===== src/rtl/mc_pkg.sv =====
// Shared constants for the multicycle main controller: state codes, datapath
// select encodings, instruction classes and the decoded control bundle.
package mc_pkg;

  localparam logic [3:0] S_FETCH    = 4'd0;
  localparam logic [3:0] S_DECODE   = 4'd1;
  localparam logic [3:0] S_MEMADR   = 4'd2;
  localparam logic [3:0] S_MEMRD    = 4'd3;
  localparam logic [3:0] S_MEMWB    = 4'd4;
  localparam logic [3:0] S_MEMWR    = 4'd5;
  localparam logic [3:0] S_EXECUTER = 4'd6;
  localparam logic [3:0] S_EXECUTEI = 4'd7;
  localparam logic [3:0] S_ALUWB    = 4'd8;
  localparam logic [3:0] S_BRANCH   = 4'd9;

  localparam logic [1:0] SRCB_REG  = 2'b00;
  localparam logic [1:0] SRCB_IMM  = 2'b01;
  localparam logic [1:0] SRCB_FOUR = 2'b10;

  localparam logic [1:0] RES_ALUOUT = 2'b00;
  localparam logic [1:0] RES_RDATA  = 2'b01;
  localparam logic [1:0] RES_ALU    = 2'b10;

  localparam logic [1:0] OP_DP    = 2'b00;
  localparam logic [1:0] OP_MEM   = 2'b01;
  localparam logic [1:0] OP_BR    = 2'b10;
  localparam logic [1:0] OP_UNDEF = 2'b11;

  typedef struct packed {
    logic       ir_write;
    logic       next_pc;
    logic       reg_w;
    logic       mem_w;
    logic       branch;
    logic       instr_done;
    logic       adr_src;
    logic       alu_src_a;
    logic [1:0] alu_src_b;
    logic [1:0] result_src;
    logic       alu_op;
  } ctrl_t;

  function automatic logic is_legal_state(input logic [3:0] s);
    return (s <= S_BRANCH);
  endfunction

endpackage


===== src/rtl/mc_state_decode.sv =====
// Combinational Moore output decode for the main controller. Only FETCH,
// MEMWR and the undefined-op DECODE exit look at anything beyond the state.
module mc_state_decode
  import mc_pkg::*;
(
  input  logic [3:0] i_state,
  input  logic       i_mem_ready,
  input  logic [1:0] i_op,
  output ctrl_t      o_ctrl
);

  always_comb begin
    o_ctrl = '0;
    unique case (i_state)
      S_FETCH: begin
        o_ctrl.ir_write   = i_mem_ready;
        o_ctrl.next_pc    = i_mem_ready;
        o_ctrl.alu_src_a  = 1'b1;
        o_ctrl.alu_src_b  = SRCB_FOUR;
        o_ctrl.result_src = RES_ALU;
      end
      S_DECODE: begin
        o_ctrl.alu_src_a  = 1'b1;
        o_ctrl.alu_src_b  = SRCB_FOUR;
        o_ctrl.result_src = RES_ALU;
        o_ctrl.instr_done = (i_op == OP_UNDEF);
      end
      S_MEMADR: begin
        o_ctrl.alu_src_b  = SRCB_IMM;
      end
      S_MEMRD: begin
        o_ctrl.adr_src    = 1'b1;
      end
      S_MEMWB: begin
        o_ctrl.result_src = RES_RDATA;
        o_ctrl.reg_w      = 1'b1;
        o_ctrl.instr_done = 1'b1;
      end
      S_MEMWR: begin
        // Write request stays up until memory accepts it.
        o_ctrl.adr_src    = 1'b1;
        o_ctrl.mem_w      = 1'b1;
        o_ctrl.instr_done = i_mem_ready;
      end
      S_EXECUTER: begin
        o_ctrl.alu_src_b  = SRCB_REG;
        o_ctrl.alu_op     = 1'b1;
      end
      S_EXECUTEI: begin
        o_ctrl.alu_src_b  = SRCB_IMM;
        o_ctrl.alu_op     = 1'b1;
      end
      S_ALUWB: begin
        o_ctrl.result_src = RES_ALUOUT;
        o_ctrl.reg_w      = 1'b1;
        o_ctrl.instr_done = 1'b1;
      end
      S_BRANCH: begin
        o_ctrl.alu_src_b  = SRCB_IMM;
        o_ctrl.result_src = RES_ALU;
        o_ctrl.branch     = 1'b1;
        o_ctrl.instr_done = 1'b1;
      end
      default: o_ctrl = '0;
    endcase
  end

endmodule


===== src/rtl/mc_main_fsm.sv =====
// Multicycle main controller: state register and next-state logic, with the
// output decode delegated to mc_state_decode.
module mc_main_fsm
  import mc_pkg::*;
(
  input  logic       CLK,
  input  logic       RESET,
  input  logic [1:0] Op,
  input  logic [5:0] Funct,
  input  logic       MemReady,
  output logic       IRWrite,
  output logic       NextPC,
  output logic       RegW,
  output logic       MemW,
  output logic       Branch,
  output logic       AdrSrc,
  output logic       ALUSrcA,
  output logic [1:0] ALUSrcB,
  output logic [1:0] ResultSrc,
  output logic       ALUOp,
  output logic       InstrDone,
  output logic [3:0] State
);

  logic [3:0] r_state;
  logic [3:0] w_next;
  logic [3:0] w_state_eff;
  logic       w_mem_ready;
  ctrl_t      w_ctrl;
  logic       w_unused_funct;

  assign w_unused_funct = ^Funct[4:1];

  // During reset the outputs look like a stalled FETCH, so no strobe can
  // escape from whatever state was being aborted.
  assign w_state_eff = RESET ? S_FETCH : r_state;
  assign w_mem_ready = MemReady & ~RESET;

  mc_state_decode u_decode (
    .i_state     (w_state_eff),
    .i_mem_ready (w_mem_ready),
    .i_op        (Op),
    .o_ctrl      (w_ctrl)
  );

  always_comb begin
    w_next = S_FETCH;
    if (is_legal_state(r_state)) begin
      unique case (r_state)
        S_FETCH:    w_next = MemReady ? S_DECODE : S_FETCH;
        S_DECODE: begin
          unique case (Op)
            OP_DP:   w_next = Funct[5] ? S_EXECUTEI : S_EXECUTER;
            OP_MEM:  w_next = S_MEMADR;
            OP_BR:   w_next = S_BRANCH;
            default: w_next = S_FETCH;
          endcase
        end
        S_MEMADR:   w_next = Funct[0] ? S_MEMRD : S_MEMWR;
        S_MEMRD:    w_next = MemReady ? S_MEMWB : S_MEMRD;
        S_MEMWR:    w_next = MemReady ? S_FETCH : S_MEMWR;
        S_EXECUTER: w_next = S_ALUWB;
        S_EXECUTEI: w_next = S_ALUWB;
        default:    w_next = S_FETCH;
      endcase
    end
  end

  always_ff @(posedge CLK) begin
    if (RESET) r_state <= S_FETCH;
    else       r_state <= w_next;
  end

  assign IRWrite   = w_ctrl.ir_write;
  assign NextPC    = w_ctrl.next_pc;
  assign RegW      = w_ctrl.reg_w;
  assign MemW      = w_ctrl.mem_w;
  assign Branch    = w_ctrl.branch;
  assign InstrDone = w_ctrl.instr_done;
  assign AdrSrc    = w_ctrl.adr_src;
  assign ALUSrcA   = w_ctrl.alu_src_a;
  assign ALUSrcB   = w_ctrl.alu_src_b;
  assign ResultSrc = w_ctrl.result_src;
  assign ALUOp     = w_ctrl.alu_op;
  assign State     = w_state_eff;

endmodule

===== config.mk =====
export PLATFORM = sky130hd
export DESIGN_NAME = mc_main_fsm
export DESIGN_NICKNAME = d
export VERILOG_FILES = /design/src/rtl/mc_pkg.sv /design/src/rtl/mc_state_decode.sv /design/src/rtl/mc_main_fsm.sv
export SDC_FILE = /design/constraint.sdc
export NUM_CORES = 1
export LEC_CHECK = 0
export ABC_CLOCK_PERIOD_IN_PS = 1400
export CORE_UTILIZATION = 35
export DETAILED_ROUTE_END_ITERATION = 10
export GPL_TIMING_DRIVEN = 0
export HOLD_SLACK_MARGIN = 0.1
export PLACE_DENSITY_LB_ADDON = 0.05
export SETUP_SLACK_MARGIN = 0.2
export SYNTH_ARGS = -nofsm -noshare
export SYNTH_HDL_FRONTEND = slang
export SYNTH_SLANG_ARGS = --single-unit

===== constraint.sdc =====
create_clock -name CLK -period 1.4 [get_ports CLK]
set_input_delay 0.28 -clock CLK [delete_from_list [all_inputs] [get_ports CLK]]
set_output_delay 0.28 -clock CLK [all_outputs]
set_load 0.01 [all_outputs]

# After elaboration in Yosys (flattened, before gate mapping)
# Index checks and enable logic that the tools add are counted.
# word_totals
register_bits	4
inputBits	11
output_inout_bits	17
# classes
n_lt_le_gt_ge	1
eq_ne	18
mux	18
bitwise	3
reduce_logical	12
# op_table
cell	count
$eq A4 B3 Y1 const B	7
$pmux W4 S6	1
$eq A4 B2 Y1 const B	4
$pmux W4 S3	1
$reduce_or A2 Y1	6
$mux W3	3
$reduce_or A3 Y1	3
$eq A4 B1 Y1 const B	2
$eq A4 B4 Y1 const B	2
$logic_not A4 Y1	2
$mux W1	8
$pmux W2 S2	2
$eq A2 B2 Y1 const B	2
$le A4 B4 Y1 const B	1
$mux W4	1
$pmux W1 S3	1
$eq A2 B1 Y1 const B	1
$logic_not A2 Y1	1
$mux W2	1
$not A1 Y1	2
$and A1 B1 Y1	1

# Logic depth before layout (Yosys ltp)
# Gate-level depths: netlist of run 1.
# depth
word_depth	4
ltp_mapped	4
ltp_nobuf	3

# Modules after synthesis
# From an unflattened synthesis of run 1, not the netlist that was laid out.
# unflattened
cells_unflattened	55
area_unflattened_um2	454.2
# by_module_without_submodules
module	n_inst	cells_per_inst	area_per_inst_um2	seq_area_each_um2
mc_main_fsm	1	31	254.0	80.1
mc_state_decode	1	24	200.2	0.0

# Least setup slack after synthesis of run 1
# No wires, ideal clock.
# synth_timing
kind	reg-to-output
startpoint	register r_state[1]
endpoint	output port ResultSrc[1]
arrival_time_ps	1034
slack_ps	86
stages_incl_launch_ff	5
cell_sequence	dfxtp_1 -> buf_6 -> nor2b_1 -> or2_1 -> nor2_1
# synth_between
elab_chain_cells	4
# synth_rtl
item	line	source
from (decl)	mc_main_fsm.sv:25	logic [3:0] r_state;
from (signal assigned)	mc_main_fsm.sv:71	else r_state <= w_next;
$mux W4 *	mc_main_fsm.sv:36	assign w_state_eff = RESET ? S_FETCH : r_state;
named net State[1]	mc_main_fsm.sv:22	output logic [3:0] State
$eq A4 B1 Y1 (tied with other cells)	mc_state_decode.sv:14	unique case (i_state)
$reduce_or A3 Y1 (no source line)	--	
$pmux W2 S2 *	mc_state_decode.sv:14	
to (decl)	mc_main_fsm.sv:19	output logic [1:0] ResultSrc,
# Mark *: on every way through the listed nets, which the timed path passes. The rest lies on a longest branch.

# Final worst setup path of run 1
# layout_timing
startpoint	register r_state[1]
endpoint	output port InstrDone
# layout_between
elab_chain_cells	4
# layout_rtl
item	line	source
$mux W4 *	mc_main_fsm.sv:36	
$eq A4 B4 Y1 / $eq A4 B3 Y1 (equally long branches)	mc_state_decode.sv:14	
$reduce_or A3 Y1 (no source line)	--	
$pmux W1 S3 *	mc_state_decode.sv:14	
to (decl)	mc_main_fsm.sv:21	output logic InstrDone,
# Mark *: on every way between the ends. The rest lies on a longest branch, timed or not.

==> metrics.log, run 1 <==
INFO  metric post_synth_num_cell_types = 33
INFO  metric cts_root_buf = sky130_fd_sc_hd__clkbuf_4
INFO  metric vias_per_cell = 5.50
INFO  metric fillers = 63
INFO  metric port_buffer_count = 22
INFO  metric criticalPathCategory = flop to primary output
INFO  metric cts_max_level = 1
INFO  metric drive_gt1_share = 65.0%
INFO  metric final_min_period_over_clock_period = 120%
INFO  metric finish.net_count = 116
INFO  metric worstSkewPairLatency = 0.24 ns
INFO  metric postSynthAreaPerCell = 7.86 µm²
INFO  metric reg_top3 = r_state x4
INFO  metric synth.top_cells.by_count = sky130_fd_sc_hd__nor2b_1 (9), sky130_fd_sc_hd__nor2_1 (6), sky130_fd_sc_hd__dfxtp_1 (4)
INFO  metric multi_input_area = 450 µm²
INFO  metric final_cells = 117
INFO  metric element_type_at_the_critical_path_end = primary output
INFO  metric drt_iter0_drc = 17
INFO  metric post_synth_instance_area = 472 µm²
INFO  metric worstMarginPinSlew = 0.295 ns
INFO  metric largest_net_degree_at_the_start_of_global_routing = 11
INFO  metric grt_pass1_vias = 607
INFO  metric grt_util_met3 = 5.78%
INFO  metric final-setup-viol-count = 14
INFO  metric failed_checks = setup timing
INFO  metric power.density_cell_area = 565 nW/µm²
INFO  metric netlist.area_leader.share = 17.0%
INFO  metric fp.dieArea = 1500 µm²
INFO  metric syn-num-nets = 71
INFO  metric yosys-top-cells-area = sky130_fd_sc_hd__dfxtp_1 (17%), sky130_fd_sc_hd__nor2b_1 (12%), sky130_fd_sc_hd__buf_6 (4.8%)
INFO  metric antenna_found_initial = 0
INFO  metric cts_tree = built
INFO  metric finalWorstPathRequiredPeriod = 1.68 ns
INFO  metric core-area = 1170 µm²
INFO  metric yosysWarningCount = 0
INFO  metric run_status = finished, violations left
INFO  metric fin_ws = -0.282 ns
INFO  metric slew_viol_final = 0
INFO  metric largest_register = r_state
INFO  metric hp-class = primary input to flop
INFO  metric place_congestion = 0.752
INFO  metric dr.pass1.iters = 4
INFO  metric cts_buf_count = 3
INFO  metric wl_per_cell = 18.3 µm
INFO  metric flow.area_growth_from_synthesis = 113%
INFO  metric sinks_on_the_clock_net = 4
INFO  metric maxCapViolations = 0
INFO  metric groute.usage.overall = 29.6%
INFO  metric ys_async_sr_fraction = 0%
INFO  metric critPathMaxFanout = 5
INFO  metric die_height = 38.7 µm
INFO  metric synth_edf_count = 0
INFO  metric placement_rows = 12
INFO  metric syn_inst = 60
INFO  metric hold_ws = 0.354 ns
INFO  metric timing.clock.skew = 0.00534 ns
INFO  metric postSynth.topFlopCell = sky130_fd_sc_hd__dfxtp_1
INFO  metric fmaxAchievable = 594 MHz
INFO  metric highest_utilization_routing_layer_at_the_global_route_stage = met2
INFO  metric drc = 0
INFO  metric synth_sequential_area_ratio = 17.0%
INFO  metric synth_most_common_cell = sky130_fd_sc_hd__nor2b_1
INFO  metric cp_data_arrival_time = 1.40 ns
INFO  metric synth_area_leader_cell = sky130_fd_sc_hd__dfxtp_1
INFO  metric dp.final_hpwl = 876 µm
INFO  metric die_width = 38.7 µm
INFO  metric dpl.cell_count = 96
INFO  metric num_vias = 643
INFO  metric clockBufferDepth = 2
INFO  metric detail-route-antenna-nets = 0
INFO  metric power.ir.vdd_worst = 644 µV
INFO  metric worst_slew_margin_rel = 80.3%
INFO  metric power.total = 567 µW
INFO  metric final_hold_viol_count = 0
INFO  metric i_o_pin_cnt = 28
INFO  metric gr-usage-met2 = 55.4%
INFO  metric num_antenna_cells = 0
INFO  metric storage_element_area = 92.6 µm²
INFO  metric synth-seq-cells = 4
INFO  metric clkSlewWorstSetupHoldPaths = 0.04 ns
INFO  metric cp_data_required_time = 1.12 ns
INFO  metric globalRouteOverflowTotal = 0
INFO  metric grt_setup_unrepaired = true
INFO  metric cts_hold_buffers = 0
INFO  metric detail_route.wirelength = 2140 µm
INFO  metric largest_reg_flops = 4
INFO  metric first_pass_grt_wire_length = 2970 µm
INFO  metric power.static_leakage = 0.000454 µW
INFO  metric initial_core_util = 40.3%
INFO  metric crit_path_start_kind = flop
INFO  metric gr-usage-met1 = 35.5%
==> final cells by class <==
type                    instances  share of cell area [%]
flip-flops and latches          4                    9.22
multi-input cells              51                    44.8
plain buffers                   5                    5.60
clock buffers                   3                    2.24
repair buffers                 40                    36.4
well taps                      14                    1.74
==> kinds of logic after synthesis <==
| logic type | synth area share, % |
|---|---|
| and+or+nand+nor | 51.7 |
| AOI/OAI and AO/OA | 19.1 |
| buffers and inverters | 8.49 |
| DFF | 17.0 |
| xor gates and xnor gates | 3.71 |
==> what timing repair did <==
action,in CTS,in global routing
cloned,1,0
setup buffers,14,3
setup endpoints to repair,19,21
pin swaps,9,6
gates resized for setup,86,7
==> critical path, stage by stage (launching register included) <==
cell and delay [ns]:
sky130_fd_sc_hd__dfxtp_4 0.35, sky130_fd_sc_hd__buf_8 0.13, sky130_fd_sc_hd__nor3b_4 0.21, sky130_fd_sc_hd__nand4_1 0.19
sky130_fd_sc_hd__o31ai_2 0.11, sky130_fd_sc_hd__buf_2 0.17
==> metal layers <==
metal / routed length, µm / part of all wire [%]
met1: 909 / 43
met2: 1100 / 51
met3: 113 / 5.3
met5: 0 / 0
met4: 15 / 0.70
==> per-stage QoR <==
step	utilization, %	area (µm²)	setup TNS, ns	worst slack (ns)
after CTS	82.7	968	-1.61	-0.217
after floorplan	-	538	0	0.137
after global placement	66.2	776	-5.25	-0.694
final	85.8	1000	-2.18	-0.282
after global routing	85.8	1000	-2.58	-0.338
after detailed placement	66.2	776	-5.38	-0.701
==> path summary, 6_finish.rpt <==
path / from / endpoint / slack [ns] / cells past startpoint
worst max register to register: r_state[0]$_SDFF_PP0_ / r_state[2]$_SDFF_PP0_ / 0.03 / 5
worst max-delay path: r_state[1]$_SDFF_PP0_ / InstrDone / -0.28 / 5
worst min register to register: r_state[3]$_SDFF_PP0_ / r_state[1]$_SDFF_PP0_ / 0.49 / 1
worst min-delay path: RESET / r_state[1]$_SDFF_PP0_ / 0.35 / 2
==> where the power goes <==
| part | leakage [µW] | internal, µW | switching, µW | total, µW |
|---|---|---|---|---|
| registers | 0.0000353 | 119 | 10.9 | 130 |
| logic | 0.000405 | 167 | 125 | 291 |
| clock network | 0.0000138 | 96.0 | 49.6 | 146 |
| total | 0.000454 | 382 | 185 | 567 |
==> layout by cell type, fill, tap and decap left out, types with 2 or more instances in the layout <==
master / n
sky130_fd_sc_hd__nor2b_2: 3
sky130_fd_sc_hd__o21ai_1: 3
sky130_fd_sc_hd__nand2b_1: 3
sky130_fd_sc_hd__and3_1: 2
sky130_fd_sc_hd__clkbuf_4: 3
sky130_fd_sc_hd__nor2b_1: 4
sky130_fd_sc_hd__a21oi_1: 2
sky130_fd_sc_hd__buf_8: 2
sky130_fd_sc_hd__buf_2: 7
sky130_fd_sc_hd__buf_6: 12
sky130_fd_sc_hd__dfxtp_4: 3
sky130_fd_sc_hd__and2_1: 2
sky130_fd_sc_hd__nor2_4: 5
sky130_fd_sc_hd__buf_4: 15
sky130_fd_sc_hd__clkdlybuf4s15_2: 2
sky130_fd_sc_hd__nor2b_4: 3
sky130_fd_sc_hd__clkdlybuf4s50_1: 4
Note: power is estimated with default switching activity, not from simulation.
==> run 2, diff against run 1 <==
SYNTH_HIERARCHICAL = 1   (was not set)
==> run 2 against run 1 <==
The flow still finishes with violations (setup timing). Combinational power fell by 27%. Wire length fell by 23%. Non-clock buffer count did not move. Design area fell by 2.2%. Via count fell by 7.3%. Register-to-register slack improved by 0.26 ns. Synthesized area fell by 3.7%. Critical path type unchanged. Critical endpoint is now IRWrite.
==> metrics.log, run 2 <==
INFO  metric fmaxAchievable = 550 MHz (was 594 MHz)
INFO  metric power.ir.vdd_worst = 469 µV (was 644 µV)
INFO  metric grt_util_met3 = 7.56% (was 5.78%)
INFO  metric final_cell_mix = sky130_fd_sc_hd__buf_6 (13), sky130_fd_sc_hd__buf_2 (13), sky130_fd_sc_hd__buf_4 (10) (was sky130_fd_sc_hd__buf_4 (15), sky130_fd_sc_hd__buf_6 (12), sky130_fd_sc_hd__buf_2 (7))
INFO  metric synth_edf_count = 0 (unchanged)
INFO  metric critPathMaxFanout = 5 (unchanged)
INFO  metric flow.area_growth_from_synthesis = 116% (was 113%)
INFO  metric globalRouteOverflowTotal = 0 (unchanged)
INFO  metric vias_per_cell = 5.32 (was 5.50)
INFO  metric drc = 0 (unchanged)
INFO  metric cts_tree = built (unchanged)
INFO  metric grt_setup_unrepaired = true (unchanged)
INFO  metric cp_data_required_time = 1.12 ns (about the same)
INFO  metric first_pass_grt_wire_length = 2490 µm (was 2970 µm)
INFO  metric worstMarginPinSlew = 0.430 ns (was 0.295 ns)
INFO  metric num_antenna_cells = 0 (unchanged)
INFO  metric cts_max_level = 1 (unchanged)
INFO  metric die_width = 38.0 µm (was 38.7 µm)
INFO  metric yosysWarningCount = 6 (was 0)
INFO  metric post_synth_num_cell_types = 28 (was 33)
INFO  metric finalWorstPathRequiredPeriod = 1.82 ns (was 1.68 ns)
INFO  metric dp.final_hpwl = 884 µm (was 876 µm)
INFO  metric run_status = finished, violations left (unchanged)
INFO  metric crit_top_cell = sky130_fd_sc_hd__buf_6
INFO  metric layout.cell_area.non_filler = 982 µm² (was 1000 µm²)
INFO  metric placed_cell_area = 792 µm² (was 776 µm²)
INFO  metric i_o_pin_cnt = 28 (unchanged)
INFO  metric synth-seq-cells = 4 (unchanged)
INFO  metric power.static_leakage = 0.000430 µW (was 0.000454 µW)
INFO  metric syn-num-nets = 66 (was 71)
INFO  metric groute.usage.overall = 25.5% (was 29.6%)
INFO  metric drt_iter0_drc = 11 (was 17)
INFO  metric die_height = 38.0 µm (was 38.7 µm)
INFO  metric fin_ws = -0.417 ns (was -0.282 ns)
INFO  metric buf_inv_on_cp = 4 (was 2)
INFO  metric largest_register = r_state (unchanged)
INFO  metric final_min_period_over_clock_period = 130% (was 120%)
INFO  metric drive_gt1_share = 65.3% (was 65.0%)
INFO  metric syn_inst = 55 (was 60)
INFO  metric wl_per_cell = 14.7 µm (was 18.3 µm)
INFO  metric cp_top_family = simple AND/OR/NAND/NOR gates (unchanged)
INFO  metric critical-path-max-stage-delay = 0.34 ns (was 0.35 ns)
INFO  metric worst_slew_margin_rel = 71.1% (was 80.3%)
INFO  metric synth_area_leader_cell = sky130_fd_sc_hd__dfxtp_1 (unchanged)
INFO  metric critical-path-slowest-cell = sky130_fd_sc_hd__dfxtp_4 (unchanged)
INFO  metric fillers = 63 (unchanged)
INFO  metric post_synth_instance_area = 454 µm² (was 472 µm²)
INFO  metric worstSkewPairLatency = 0.25 ns (was 0.24 ns)
INFO  metric detail-route-antenna-nets = 0 (unchanged)
INFO  metric antenna_found_initial = 0 (unchanged)
INFO  metric dr.pass1.iters = 2 (was 4)
INFO  metric gr-usage-met1 = 25.0% (was 35.5%)
INFO  metric power.density_cell_area = 512 nW/µm² (was 565 nW/µm²)
INFO  metric largest_net_degree_at_the_start_of_global_routing = 8 (was 11)
INFO  metric reg_top3 = r_state x4 (unchanged)
INFO  metric element_type_at_the_critical_path_end = primary output (unchanged)
INFO  metric detail_route.wirelength = 1650 µm (was 2140 µm)
INFO  metric ys_async_sr_fraction = 0% (unchanged)
INFO  metric netlist.area_leader.share = 17.6% (was 17.0%)
INFO  metric gr-usage-met2 = 45.8% (was 55.4%)
INFO  metric hp-class = primary input to flop (unchanged)
INFO  metric final-setup-viol-count = 13 (was 14)
INFO  metric criticalPathCategory = flop to primary output (unchanged)
INFO  metric clkSlewWorstSetupHoldPaths = 0.05 ns (was 0.04 ns)
INFO  metric cp_data_arrival_time = 1.54 ns (was 1.40 ns)
INFO  metric slew_viol_final = 0 (unchanged)
INFO  metric postSynth.topFlopCell = sky130_fd_sc_hd__dfxtp_1 (unchanged)
INFO  metric port_buffer_count = 23 (was 22)
INFO  metric postSynthAreaPerCell = 8.26 µm² (was 7.86 µm²)
INFO  metric num_vias = 596 (was 643)
INFO  metric grt_pass1_vias = 569 (was 607)
INFO  metric power.total = 503 µW (was 567 µW)
INFO  metric placement_rows = 12 (unchanged)
INFO  metric cts_buf_count = 3 (unchanged)
INFO  metric failed_checks = setup timing (unchanged)
INFO  metric fin_util = 85.0% (was 85.8%)
INFO  metric final_hold_viol_count = 0 (unchanged)
INFO  metric synth_most_common_cell = sky130_fd_sc_hd__nor2b_1 (unchanged)
INFO  metric initial_core_util = 39.3% (was 40.3%)
INFO  metric synth.top_cells.by_count = sky130_fd_sc_hd__nor2b_1 (7), sky130_fd_sc_hd__buf_4 (4), sky130_fd_sc_hd__dfxtp_1 (4), sky130_fd_sc_hd__nor3_1 (4) (was sky130_fd_sc_hd__nor2b_1 (9), sky130_fd_sc_hd__nor2_1 (6), sky130_fd_sc_hd__dfxtp_1 (4))
INFO  metric fp.dieArea = 1450 µm² (was 1500 µm²)
INFO  metric largest_reg_flops = 4 (unchanged)
INFO  metric synth_sequential_area_ratio = 17.6% (was 17.0%)
INFO  metric cts_root_buf = sky130_fd_sc_hd__clkbuf_4 (unchanged)
INFO  metric hold_ws = 0.419 ns (was 0.354 ns)
INFO  metric maxCapViolations = 0 (unchanged)
INFO  metric sinks_on_the_clock_net = 4 (unchanged)
INFO  metric critical_path.cell_chain = nor2b_4 -> buf_6 -> nor4_4 -> and2_4 -> buf_6 -> buf_6 -> buf_6 (was buf_8 -> nor3b_4 -> nand4_1 -> o31ai_2 -> buf_2)
INFO  metric highest_utilization_routing_layer_at_the_global_route_stage = met2 (unchanged)
INFO  metric yosys-top-cells-area = sky130_fd_sc_hd__dfxtp_1 (18%), sky130_fd_sc_hd__nor2b_1 (9.6%), sky130_fd_sc_hd__buf_4 (6.6%) (was sky130_fd_sc_hd__dfxtp_1 (17%), sky130_fd_sc_hd__nor2b_1 (12%), sky130_fd_sc_hd__buf_6 (4.8%))
INFO  metric setup_total_negative_slack = -3.52 ns (was -2.18 ns)
INFO  metric clockBufferDepth = 2 (unchanged)
INFO  metric place_congestion = 0.682 (was 0.752)
INFO  metric crit_path_start_kind = flop (unchanged)
INFO  metric cts_hold_buffers = 0 (unchanged)
INFO  metric finish.net_count = 110 (was 116)
INFO  metric core-area = 1160 µm² (was 1170 µm²)
INFO  metric timing.clock.skew = 0.0134 ns (was 0.00534 ns)
## run 2: final timing paths
| check | slack, ns | from | cells past startpoint | endpoint |
|---|---|---|---|---|
| worst max register to register | 0.29 | r_state[1]$_SDFF_PP0_ | 4 | r_state[2]$_SDFF_PP0_ |
| worst min-delay path | 0.42 | RESET | 2 | r_state[1]$_SDFF_PP0_ |
| worst max-delay path | -0.42 | r_state[2]$_SDFF_PP0_ | 7 | IRWrite |
| worst min register to register | 0.54 | r_state[3]$_SDFF_PP0_ | 2 | r_state[1]$_SDFF_PP0_ |
## run 2: report_power, final
| part | leakage [µW] | switching [µW] | internal [µW] |
|---|---|---|---|
| sequential | 0.0000353 | 4.56 | 119 |
| clock | 0.0000150 | 60.1 | 108 |
| combinational | 0.000380 | 94.4 | 117 |
| total | 0.000430 | 159 | 344 |
## run 2: metrics by stage
| stage | std cells | setup slack [ns] |
|---|---|---|
| 4_1_cts | 109 | -0.397 |
| 3_3_place_gp | 92 | -1.24 |
| 3_5_place_dp | 92 | -1.26 |
| 2_1_floorplan | 55 | -0.0857 |
| 6_report | 112 | -0.417 |
| 5_1_grt | 112 | -0.483 |
## run 2: logic make-up after synthesis
group | Yosys count | synth area share, %
AOI/OAI and AO/OA | 11 | 19.3
xor gates and xnor gates | 2 | 3.86
buffers and inverters | 7 | 11.0
DFF | 4 | 17.6
muxes | 1 | 2.20
and+or+nand+nor | 30 | 46.0
## run 2: layout make-up
class / count / area, µm² / share of cell area (%)
Inverter: 1 / 3.75 / 0.382
Buffer: 6 / 67.6 / 6.88
Multi-Input combinational cell: 44 / 457 / 46.5
Sequential cell: 4 / 92.6 / 9.43
Clock buffer: 4 / 26.3 / 2.68
Tap cell: 14 / 17.5 / 1.78
Timing Repair Buffer: 39 / 318 / 32.4
## run 2: layer usage
layer  vias to the layer above  wire length (µm)
li1                        293                 -
met1                       273               649
met2                        23               879
met3                         7                60
met4                         0                61
met5                         -                 0
## run 2: timing repair
action                                  CTS  global route
buffers inserted                         12             3
gates resized for setup                  80            23
endpoints found under the setup margin   20            18
cloned                                    1             0
pin swaps                                 5             6
